`config.mk`:
```
export PLATFORM = sky130hd
export DESIGN_NAME = unified_memory_arbiter
export DESIGN_NICKNAME = d
export VERILOG_FILES = /design/src/rtl/unified_memory_arbiter.sv
export SDC_FILE = /design/constraint.sdc
export NUM_CORES = 1
export LEC_CHECK = 0
export CAP_MARGIN = 40
export CORE_UTILIZATION = 36
export CTS_BUF_LIST = sky130_fd_sc_hd__clkbuf_8
export DETAILED_ROUTE_END_ITERATION = 6
export HOLD_SLACK_MARGIN = 0.15
export PLACE_DENSITY = 0.84
export RECOVER_POWER = 50
export SKIP_CTS_REPAIR_TIMING = 1
export SYNTH_ARGS = -nofsm -noshare
export SYNTH_HDL_FRONTEND = slang
export SYNTH_SLANG_ARGS = --single-unit
```
`constraint.sdc`:
```
create_clock -name clk -period 2.51 [get_ports clk]
set_clock_uncertainty 0.2 [all_clocks]
set_input_delay 0.502 -clock clk [delete_from_list [all_inputs] [get_ports clk]]
set_output_delay 0.502 -clock clk [all_outputs]
set_load 0.03 [all_outputs]
```
`src/rtl/unified_memory_arbiter.sv`:
```
// Two-port read arbiter with write-through priority in front of a single-port RAM.
// Define ARB_ROUND_ROBIN_EN to alternate between simultaneous readers instead of fixed port-1 priority.
module unified_memory_arbiter #(
    parameter int ADDR_W = 15,
    parameter int RD_LAT = 1
) (
    input  logic              clk,
    input  logic              reset,
    input  logic              rd_en     [0:1],
    input  logic [ADDR_W-1:0] rd_addr   [0:1],
    input  logic [1:0]        wr_en,
    input  logic [ADDR_W-1:0] wr_addr,
    input  logic [15:0]       wr_data,
    output logic              rd_done   [0:1],
    output logic [15:0]       rd_data   [0:1],
    output logic              ram_en,
    output logic [1:0]        ram_we,
    output logic [ADDR_W-1:0] ram_addr,
    output logic [15:0]       ram_wdata,
    input  logic [15:0]       ram_rdata,
    output logic              busy
);

    localparam logic [1:0] IDLE = 2'd0;
    localparam logic [1:0] WAIT = 2'd1;
    localparam logic [1:0] DONE = 2'd2;

    localparam int CNT_W = 3;

    logic [1:0]       state;
    logic             sel;
    logic [CNT_W-1:0] cnt;
    logic             elig0;
    logic             elig1;
    logic             grant;
    logic             issue;

    // A port that is completing this cycle must not be granted again in the same cycle.
    assign elig0 = rd_en[0] & ~rd_done[0];
    assign elig1 = rd_en[1] & ~rd_done[1];

`ifdef ARB_ROUND_ROBIN_EN
    logic last_sel;

    assign grant = (elig0 && elig1) ? ~last_sel : elig1;

    always_ff @(posedge clk or negedge reset) begin
        if (!reset) begin
            last_sel <= 1'b0;
        end else if (issue) begin
            last_sel <= grant;
        end
    end
`else
    assign grant = elig1;
`endif

    assign issue = (state == IDLE) && (wr_en == 2'b00) && (elig0 || elig1);

    // NOTE: every output gets a default first so no path through this block infers a latch.
    always_comb begin
        ram_en    = 1'b0;
        ram_we    = 2'b00;
        ram_addr  = '0;
        ram_wdata = '0;
        if (wr_en != 2'b00) begin
            ram_en    = 1'b1;
            ram_we    = wr_en;
            ram_addr  = wr_addr;
            ram_wdata = wr_data;
        end else if (issue) begin
            ram_en   = 1'b1;
            ram_addr = rd_addr[grant];
        end
    end

    // NOTE: state uses non-blocking assignments so every flop samples pre-edge values.
    always_ff @(posedge clk or negedge reset) begin
        if (!reset) begin
            state      <= IDLE;
            sel        <= 1'b0;
            cnt        <= '0;
            rd_data[0] <= '0;
            rd_data[1] <= '0;
        end else begin
            case (state)
                IDLE: begin
                    if (issue) begin
                        state <= WAIT;
                        sel   <= grant;
                        cnt   <= CNT_W'(1);
                    end
                end
                WAIT: begin
                    // The counter reaching RD_LAT marks the cycle in which ram_rdata is valid.
                    if (cnt == CNT_W'(RD_LAT)) begin
                        rd_data[sel] <= ram_rdata;
                        state        <= DONE;
                        cnt          <= '0;
                    end else begin
                        cnt <= cnt + CNT_W'(1);
                    end
                end
                DONE: begin
                    state <= IDLE;
                end
                default: begin
                    state <= IDLE;
                end
            endcase
        end
    end

    assign rd_done[0] = (state == DONE) && !sel;
    assign rd_done[1] = (state == DONE) &&  sel;
    assign busy       = (state != IDLE);

endmodule

```
==> Word level (Yosys, flattened, before mapping) <==
Cells that the tools add are included.
Widths: inputs -> output; s select.
{ "op_classes": {"n_bitwise": 6, "n_reduce_logical": 16, "muxes": 18, "n_eq_ne": 5, "add_sub_neg": 1, "magnitude_cmp": 3} }
{ "op_table": {"columns": ["operator", "n"], "rows": [
  ["$mux 15", 5],
  ["$bwmux 32", 1],
  ["$mux 16", 2],
  ["$demux 16 s1", 1],
  ["$reduce_and 2->1", 4],
  ["$mux 2", 3],
  ["$mux 3", 2],
  ["$pmux 3 s2", 1],
  ["$reduce_bool 2->1", 3],
  ["$logic_and 1x1->1", 5],
  ["$ge 2x2->1 const B", 2],
  ["$logic_not 2->1", 2],
  ["$ne 2x2->1 const B", 2],
  ["$not 1->2", 2],
  ["$pmux 2 s2", 1],
  ["$add 3x1->3 const B", 1],
  ["$eq 3x1->1 const B", 1],
  ["$and 1x1->1", 2],
  ["$eq 2x1->1 const B", 1],
  ["$eq 2x2->1 const B", 1],
  ["$lt 2x1->1 const B", 1],
  ["$mux 1", 2],
  ["$not 1->1", 2],
  ["$logic_not 1->1", 1],
  ["$logic_or 1x1->1", 1]
]} }
{ "totals": {"wordCells": 54, "regBits": 38} }

==> Logic depth before layout (Yosys ltp) <==
{ "depth": {"ltp_word": 10, "depth_mapped": 5, "depth_no_buf": 4} }

==> Worst setup path before layout <==
Ideal clock, no wire load.
{ "synth_timing": {"path_kind": "input-to-output", "from": "input wr_en[1]", "to": "output ram_addr[11]", "path_stages": 3, "path_buffers": 0, "slack_ns": -0.481, "t_arrival_ns": 2.289, "path_cell_list": "nor4_4 -> o21ai_2 -> o311ai_0"} }
{ "synth_between": {"elab_chain_cells": 5} }
{ "synth_rtl": {"columns": ["item", "line", "text"], "rows": [
  ["start, declared", "11", "input logic [1:0] wr_en,"],
  ["$logic_not 2->1", "58", "assign issue = (state == IDLE) && (wr_en == 2'b00) && (elig0 || elig1);"],
  ["$logic_and 1x1->1 (2 in a row)", "58", null],
  ["$mux 15", "71", "end else if (issue) begin"],
  ["$mux 15 (*)", "66", "if (wr_en != 2'b00) begin"],
  ["end, declared", "18", "output logic [ADDR_W-1:0] ram_addr,"]
]} }
Mark *: on every way between the ends. The rest lies on a longest branch, timed or not.

==> Worst setup path in the final report <==
{ "layout_timing": {"from": "register state[0]", "to": "output ram_addr[13]"} }
{ "layout_between": {"elab_chain_cells": 10} }
{ "layout_rtl": {"columns": ["item", "line", "text"], "rows": [
  ["start, declared", "30", "logic [1:0] state;"],
  ["start signal, assigned", "80", "state <= IDLE;"],
  ["start signal, assigned", "89", "state <= WAIT;"],
  ["start signal, assigned", "98", "state <= DONE;"],
  ["$eq 2x2->1", "114, 115", null],
  ["$logic_and 1x1->1", "115", "assign rd_done[1] = (state == DONE) && sel;"],
  ["$not 1->1", "40", "assign elig1 = rd_en[1] & ~rd_done[1];"],
  ["$and 1x1->1", "40", null],
  ["$not 1->2 (implied by the code)", "73", "ram_addr = rd_addr[grant];"],
  ["$mux 15 (implied by the code) (3 in a row)", "73", null],
  ["$mux 15 (*)", "71", null],
  ["$mux 15 (*)", "66", null]
]} }
Mark *: on every way between the ends. The rest lies on a longest branch, timed or not. The select of a mux whose other input is x is not followed.

==> impl_metrics.toml <==
[run_status]
outcome = "completed"

[floorplanning]
row_count = 27
die_area_mm2 = 0.00611
start_util = 0.377
io_pins = 152
core_mm2 = 0.00554
die-width_um = 78.1
die_h_um = 78.1

[clock_tree]
cts_made_buffers = 5
clock-sinks = 38
cts-root-buf = "clkbuf_8"
cts_tree = "done"
clk_latency_ns = 0.28
clkTransAtPathRegs_ns = 0.08
clockBufferDepth = 2
ctsHtreeMaxLevel = 2

[grt]
grt_first_pass_wirelength_um = 9950
antenna_found_initial = 0
grt_pass1_vias = 2063
gr-total-overflow = 0
grt_max_degree = 39
grt_usage = 0.207

[timing]
rsz0062_at_grt = "yes"
max_freq_mhz = 405
setup_violations = 0
maxSlewHeadroom = 0.402
slew_viol_final = 0
fin_crit_sh = 0.984
fin_hold_ws_ns = 0.125
timing_worst_slew_pin_value_ns = 0.897
hold_violations = 0
final.min_clock_period_ns = 2.47

[cells_and_area]
areaGrowthSynthToFinish_pct = 85.6
nFillCells = 423
layout_commonest_cell = "clkdlybuf4s50_1"
final_nets = 439
drive_above_1_share = 0.286
final_cell_mix = "clkdlybuf4s50_1 (112), buf_4 (39), dfrtp_1 (36), mux2_2 (32), and2_1 (26)"
n_antenna_cell = 0
fin_util = 0.699

[yosys]
synth-seq-area-share = 0.456
synth.distinct_cells = 29
synth_nets = 281
yosysWarnings = 0
syn_area_mm2 = 0.00209
netlist_instances = 198
synth.avg_cell_area_um2 = 10.5
ys_seq_elements = 38

[routing]
route.vias.total = 2146
totalWireLength_um = 6630
dr.first_iter.drc_count = 81
wl_per_cell_um = 15.4
drt_first_pass_iters = 4
routed_via_density = 5.00
drc = 0
drtAntennaViolNets = 0

[placed_design]
io_buffers = 151
gp_congestion = 0.867
post-dp-hpwl_um = 4880

[power]
power.density_mw_per_mm2 = 972
p_leak_uw = 0.00169
irDropWorstVdd_uv = 811

[critical_path]
cp-start-kind = "register"
worst-setup-path-type = "register to output pin"
path_common_cell = "buf_4"
critPathArrivalTime_ns = 1.77
cp_slowest_cell = "dfrtp_2"
slowest_delay_ns = 0.45
end_kind = "output pin"
path_cells = "nor4_4, buf_4, o21ai_4, o311ai_1, buf_4"
cp_max_fo = 6
crit_required_ns = 1.81
rrSetupSlack_ns = 0.59

[flow_run]
maxCapViolCount = 0

[hold_path]
hold_path_class = "input port to asynchronous set/reset pin"
## area by class of cell
class / instances / area [µm²] / share of cell area
well taps: 72 / 90.1 / 0.0233
repair buffers: 164 / 1570 / 0.405
multi-input cells: 141 / 1100 / 0.283
inverters: 6 / 22.5 / 0.00581
flip-flops and latches: 38 / 953 / 0.246
clock inverters: 2 / 60.1 / 0.0155
clock buffers: 6 / 82.6 / 0.0213
## registers in the layout (all words and copies together) (netlist names)
| name | cells |
|---|---|
| rd_data | 32 |
| cnt | 3 |
| state | 2 |
| sel | 1 |
## through the flow
step,area (µm²),cells,power (µW),TNS [ns],setup slack (ns)
2_1_floorplan,2090,198,2200,-0.650,-0.130
3_3_place_gp,3640,417,3070,-1.17,-0.120
3_5_place_dp,3640,417,3110,-1.51,-0.121
4_1_cts,3780,425,3750,-1.51,-0.119
5_1_grt,3870,429,3930,-0.234,-0.0344
6_report,3870,429,3760,0,0.0392
## critical path, delay by kind of cell (launching register included)
family | cells | cell delay [ns]
compound gates | 2 | 0.38
flops | 1 | 0.45
simple gates | 1 | 0.26
buf+inv | 2 | 0.39
## path summary, 6_finish.rpt
path	start	to	depth (start not counted)
min	reset	rd_data[24]	1
max	state[0]	ram_addr[13]	5
min in group clk	rd_data[13]	rd_data[13]	1
min reg2reg	rd_data[13]	rd_data[13]	1
max reg2reg	state[1]	rd_data[18]	4
max in group asynchronous	reset	state[0]	1
## kinds of logic after synthesis
group | after synthesis | share of synthesized area
and+or+nand+nor | 75 | 0.232
DFF | 38 | 0.456
buffers and inverters | 19 | 0.0384
muxes | 32 | 0.173
AOI/OAI and AO/OA | 34 | 0.101
## metal layers
| metal | routed length (µm) | track usage |
|---|---|---|
| met1 | 2590 | 0.238 |
| met2 | 3520 | 0.370 |
| met3 | 354 | 0.0419 |
| met4 | 166 | 0.0926 |
| met5 | 0 | 0 |
## synthesized netlist by cell type
cell type	instances	area, µm²
clkbuf_1	11	41.3
nor4_4	1	21.3
o21ai_0	20	100
o21ai_2	1	8.76
or2_0	1	6.26
nand2_1	17	63.8
mux2_2	32	360
buf_6	1	11.3
dfrtp_1	38	951
nor3_1	1	5.00
o21ai_1	1	5.00
inv_1	6	22.5
nor2_1	1	3.75
nand3_2	1	10.0
a21boi_0	1	7.51
a21oi_1	2	10.0
a31o_2	2	17.5
or2_2	1	6.26
nor2b_1	1	6.26
nand3b_1	3	22.5
a22o_1	1	8.76
nor3b_1	11	82.6
nand4_1	5	31.3
nor3b_4	2	37.5
a21bo_2	1	10.0
o311ai_0	5	43.8
buf_2	1	5.00
and2_1	27	169
nand2b_1	3	18.8
## power breakdown
group / internal, µW / leakage, µW / switching, µW
logic: 983 / 0.00117 / 1080
clock network: 424 / 0.0000714 / 207
registers: 902 / 0.000449 / 172
Power figures use the tool's default switching activity.
